--- src/rtl/transparency_fade_controller.sv ---
// Frame-synchronous fade controller: ramps src_a_proportion one LSB at a time toward
// a commanded target, stepping only on frame_start so a blend never changes mid-frame.
module transparency_fade_controller #(
  parameter int TRANSPARENCY_PRECISION = 3,
  parameter int FRAME_DIV_WIDTH        = 8
) (
  input  logic                              clk,
  input  logic                              rst,
  input  logic                              frame_start,
  input  logic [TRANSPARENCY_PRECISION-1:0] target_proportion,
  input  logic [FRAME_DIV_WIDTH-1:0]        frames_per_step,
  input  logic                              jump,
  output logic [TRANSPARENCY_PRECISION-1:0] src_a_proportion,
  output logic                              fading,
  output logic                              fade_done
);

  localparam int P = TRANSPARENCY_PRECISION;
  localparam int W = FRAME_DIV_WIDTH;

  typedef enum logic [0:0] {
    IDLE   = 1'b0,
    FADING = 1'b1
  } state_t;

  state_t         state_q, state_d;
  logic [P-1:0]   prop_q, prop_d;
  logic [W-1:0]   cnt_q, cnt_d;
  logic           done_q, done_d;

  logic [W-1:0]   eff_fps_s;
  logic [W-1:0]   c_base_s;
  logic [W-1:0]   c_next_s;
  logic [P-1:0]   stepped_s;
  logic           dir_up_s;

  // Step arithmetic shared by the IDLE->FADING entry and the FADING counting rule
  always_comb begin
    if (frames_per_step == {W{1'b0}}) begin
      eff_fps_s = W'(1);
    end else begin
      eff_fps_s = frames_per_step;
    end

    // A fade entered from IDLE always counts from zero
    if (state_q == FADING) begin
      c_base_s = cnt_q;
    end else begin
      c_base_s = {W{1'b0}};
    end

    if (c_base_s == {W{1'b1}}) begin
      c_next_s = c_base_s;
    end else begin
      c_next_s = c_base_s + W'(1);
    end

    dir_up_s = (target_proportion > prop_q);
    if (dir_up_s) begin
      stepped_s = prop_q + P'(1);
    end else begin
      stepped_s = prop_q - P'(1);
    end
  end

  // Next-state logic; everything holds between frame_start pulses except fade_done
  always_comb begin
    state_d = state_q;
    prop_d  = prop_q;
    cnt_d   = cnt_q;
    done_d  = 1'b0;

    if (frame_start) begin
      case (state_q)
        IDLE: begin
          if (target_proportion == prop_q) begin
            cnt_d = {W{1'b0}};
          end else if (jump) begin
            prop_d = target_proportion;
            cnt_d  = {W{1'b0}};
            done_d = 1'b1;
          end else if (c_next_s >= eff_fps_s) begin
            prop_d = stepped_s;
            cnt_d  = {W{1'b0}};
            if (stepped_s == target_proportion) begin
              state_d = IDLE;
              done_d  = 1'b1;
            end else begin
              state_d = FADING;
            end
          end else begin
            cnt_d   = c_next_s;
            state_d = FADING;
          end
        end
        FADING: begin
          if (jump) begin
            prop_d  = target_proportion;
            cnt_d   = {W{1'b0}};
            state_d = IDLE;
            done_d  = 1'b1;
          end else if (target_proportion == prop_q) begin
            cnt_d   = {W{1'b0}};
            state_d = IDLE;
            done_d  = 1'b1;
          end else if (c_next_s >= eff_fps_s) begin
            prop_d = stepped_s;
            cnt_d  = {W{1'b0}};
            if (stepped_s == target_proportion) begin
              state_d = IDLE;
              done_d  = 1'b1;
            end else begin
              state_d = FADING;
            end
          end else begin
            cnt_d = c_next_s;
          end
        end
        default: begin
          state_d = IDLE;
          prop_d  = {P{1'b0}};
          cnt_d   = {W{1'b0}};
          done_d  = 1'b0;
        end
      endcase
    end else begin
      done_d = 1'b0;
    end
  end

  // State and output registers; reset aborts any fade without a completion pulse
  always_ff @(posedge clk or posedge rst) begin
    if (rst) begin
      state_q <= IDLE;
      prop_q  <= {P{1'b0}};
      cnt_q   <= {W{1'b0}};
      done_q  <= 1'b0;
    end else begin
      state_q <= state_d;
      prop_q  <= prop_d;
      cnt_q   <= cnt_d;
      done_q  <= done_d;
    end
  end

  assign src_a_proportion = prop_q;
  assign fading           = (state_q == FADING);
  assign fade_done        = done_q;

endmodule

--- config.mk ---
export PLATFORM = sky130hd
export DESIGN_NAME = transparency_fade_controller
export DESIGN_NICKNAME = d
export VERILOG_FILES = /design/src/rtl/transparency_fade_controller.sv
export SDC_FILE = /design/constraint.sdc
export NUM_CORES = 1
export LEC_CHECK = 0
export ABC_AREA = 1
export CELL_PAD_IN_SITES_DETAIL_PLACEMENT = 1
export CELL_PAD_IN_SITES_GLOBAL_PLACEMENT = 1
export CORE_MARGIN = 1.5
export CORE_UTILIZATION = 40
export DETAILED_ROUTE_END_ITERATION = 12
export PLACE_DENSITY_LB_ADDON = 0.1
export SLEW_MARGIN = 20
export SYNTH_ARGS = -nofsm -noshare
export SYNTH_HDL_FRONTEND = slang
export SYNTH_SLANG_ARGS = --single-unit
--- constraint.sdc ---
create_clock -name clk -period 6.32 [get_ports clk]
set_clock_uncertainty 0.2 [all_clocks]
set_input_delay 0.632 -clock clk [delete_from_list [all_inputs] [get_ports clk]]
set_output_delay 0.632 -clock clk [all_outputs]
set_load 0.05 [all_outputs]
==> impl_metrics.py <==
metrics = {
    "outcome": {
        "status": "finished with violations",
        "violations": "DRC",
    },
    "sta": {
        "hold_viol": 0,
        "max_freq_mhz": 293.5,
        "slew_viol_final": 0,
        "finalSetupViolCount": 0,
        "grt_setup_unrepaired": "no",
        "final.min_clock_period_ns": 3.407,
        "finalCritPeriodShare": 0.5391,
        "slew_headroom": 0.6521,
        "worst_pin_slew_ns": 0.5218,
        "tns_ns": 0,
    },
    "synthesis": {
        "synth_edf_count": 0,
        "synth_nets": 197,
        "synth_area_leaders": "dfrtp_1 (27%), nand2_1 (14%), ha_1 (13%)",
        "yosysMostFrequentCell": "nand2_1",
        "async_flop_share": 1.000,
        "synth_seq_cells": 13,
        "netlist_instances": 169,
        "synth.distinct_cells": 27,
        "syn_avg_cell_area_sq_um": 7.093,
        "syn_area_sq_um": 1199,
        "ys.warnings.count": 0,
        "synthFlopType": "dfrtp_1",
        "yosys.area.top_type": "dfrtp_1",
        "synth_top_area_share": 0.2714,
        "synthTopCellsByCount": "nand2_1 (45), inv_1 (34), dfrtp_1 (13)",
        "seq_area_frac_synth": 0.2714,
    },
    "route": {
        "dr.pass1.iters": 8,
        "routed_wl_mm": 3.046,
        "route.detailed.drc": 2,
        "initialDrtViolationCount": 25,
        "drtAntennaViolNets": 0,
        "via_per_inst": 5.198,
        "vias": 1154,
        "routedWlPerCell_um": 13.72,
    },
    "place": {
        "portBuffers": 19,
        "dp.cells": 218,
        "gp_congestion": 0.7796,
        "dp_hpwl_mm": 2.556,
    },
    "floorplanning": {
        "die_w_um": 57.74,
        "ios": 20,
        "fp.dieH_um": 57.74,
        "start_util": 0.4273,
        "dieArea_sq_um": 3334,
        "core-area_sq_um": 2805,
        "rows": 19,
    },
    "finish": {
        "drive_above_1_share": 0.05759,
        "nNetsFinal": 220,
        "diodes": 0,
        "final_cell_count_no_fill": 222,
        "area_growth_pct": 20.35,
    },
    "clocking": {
        "path_clk_slew_ns": 0.08,
        "cts_tree": "yes",
        "cts.path.max_buffers": 2,
        "ctsHoldBuffers": 0,
        "cts_buffers": 3,
        "post_cts_buffers": 0,
        "ctsHtreeMaxLevel": 1,
        "clk_latency_ns": 0.28,
        "cts_root_buffer": "clkbuf_4",
        "cts.sinks": 13,
        "ctsResizeCount": 0,
    },
    "global_route": {
        "overflow": 0,
        "grt_max_degree": 14,
        "met3_usage": 0.01786,
        "busiest_layer": "met2",
        "antenna_found_initial": 0,
        "use_met1": 0.2587,
        "grt_usage": 0.1993,
        "grt_pass1_vias": 1179,
        "grt_pass1_wl_mm": 5.099,
        "grt_use_met2": 0.3377,
    },
    "setup_path": {
        "endpoint_kind": "register",
        "crit_required_ns": 6.32,
        "worst-path-max-fanout": 12,
        "path_class": "register to register",
        "worstPathArrival_ns": 3.41,
        "start_kind": "register",
    },
    "power_and_ir_drop": {
        "cellLeakagePower_uw": 0.0008130,
        "power_density_nw_per_um2": 271.8,
        "finalPower_uw": 392.1,
        "ir_worst_vdd_mv": 0.1472,
    },
    "hold_path": {
        "hold_class": "register to register",
    },
    "flow_run": {
        "drv_cap": 0,
    },
}
## layout by cell type (no fill, tap or decap)
cell	n
nand2_1	45
inv_1	34
clkdlybuf4s50_1	19
dfrtp_1	13
ha_1	12
nand3_1	10
nor2_1	8
o21ai_0	8
o21ai_1	7
xor2_1	5
a21oi_1	5
nand4_1	3
clkbuf_4	3
nand2_4	2
nor2_4	2
xnor2_1	2
nand2_2	1
inv_2	1
nand4_4	1
nor3_2	1
a21o_1	1
clkinv_1	1
a31oi_1	1
o21bai_1	1
nor4_1	1
a41o_1	1
o21a_1	1
fa_1	1
clkbuf_1	1
## per-stage QoR
step / area (sq um) / hold slack, ns / util / setup WS (ns)
floorplan: 1199 / 0.2586 / - / 3.319
global placement: 1416 / 0.2796 / 0.5049 / 3.023
detailed placement: 1416 / 0.2855 / 0.5049 / 2.939
CTS: 1443 / 0.3239 / 0.5143 / 2.896
global route: 1443 / 0.3617 / 0.5143 / 2.563
finish: 1443 / 0.3354 / 0.5143 / 2.913
## state kept, by name, summed over array words and instances (netlist names)
name and count:
src_a_proportion 3, fading 1, cnt_q 8, fade_done 1
## layout make-up
class                           instances  area, sq um
Timing Repair Buffer                   19        190.2
Tap cell                               31        38.79
Inverter                               36        135.1
Fill cell                             371         1363
Sequential cell                        13        325.3
Multi-Input combinational cell        119        726.9
Clock buffer                            4        26.28
## routing by layer
| metal | routed length (um) | vias to the layer above | part of all wire |
|---|---|---|---|
| met4 | 54 | 0 | 0.018 |
| met3 | 88 | 6 | 0.029 |
| met1 | 1432 | 546 | 0.47 |
| met2 | 1471 | 20 | 0.48 |
| met5 | 0 | - | 0 |
| li1 | - | 582 | - |
## path summary, 6_finish.rpt
kind                           from                  end  slack, ns  cells past startpoint
setup / recovery             fading             cnt_q[6]       2.91                     19
hold / removal             cnt_q[0]             cnt_q[0]       0.34                      2
setup reg to reg             fading             cnt_q[6]       2.91                     19
hold reg to reg            cnt_q[0]             cnt_q[0]       0.34                      2
max in group asynchronous       rst             cnt_q[5]       5.10                      2
min in group asynchronous       rst  src_a_proportion[0]       0.47                      2
## critical path, stage by stage (launching register included)
cell     delay, ns
dfrtp_1       0.67
nand2_1       0.25
inv_1         0.10
ha_1          0.17
nand2_1       0.09
nor2_4        0.15
nand4_4       0.15
nand2_1       0.09
o21a_1        0.14
inv_1         0.05
ha_1          0.30
nand2_1       0.08
nand2_1       0.06
nand2_1       0.05
nand2_1       0.05
nand2_1       0.06
nand3_1       0.11
inv_1         0.09
nand3_1       0.24
o21ai_1       0.23
## power by group
group / internal, uW / total [uW] / switching, uW
sequential: 96.8 / 113 / 15.8
combinational: 85.7 / 225 / 140
clock: 24.5 / 54.3 / 29.8
total: 207 / 392 / 185
## cells by family (layout without fill, tap and decap cells)
kind of cell	after synthesis	count (layout)	synth area share
XOR/XNOR	7	7	0.05115
AO/OA/AOI/OAI	25	25	0.1159
buffers and inverters	37	59	0.1221
adder cells (fa/ha/maj)	13	13	0.1420
flip-flops	13	13	0.2714
AND/OR/NAND/NOR	74	74	0.2975
(Power assumes the default switching activity.)
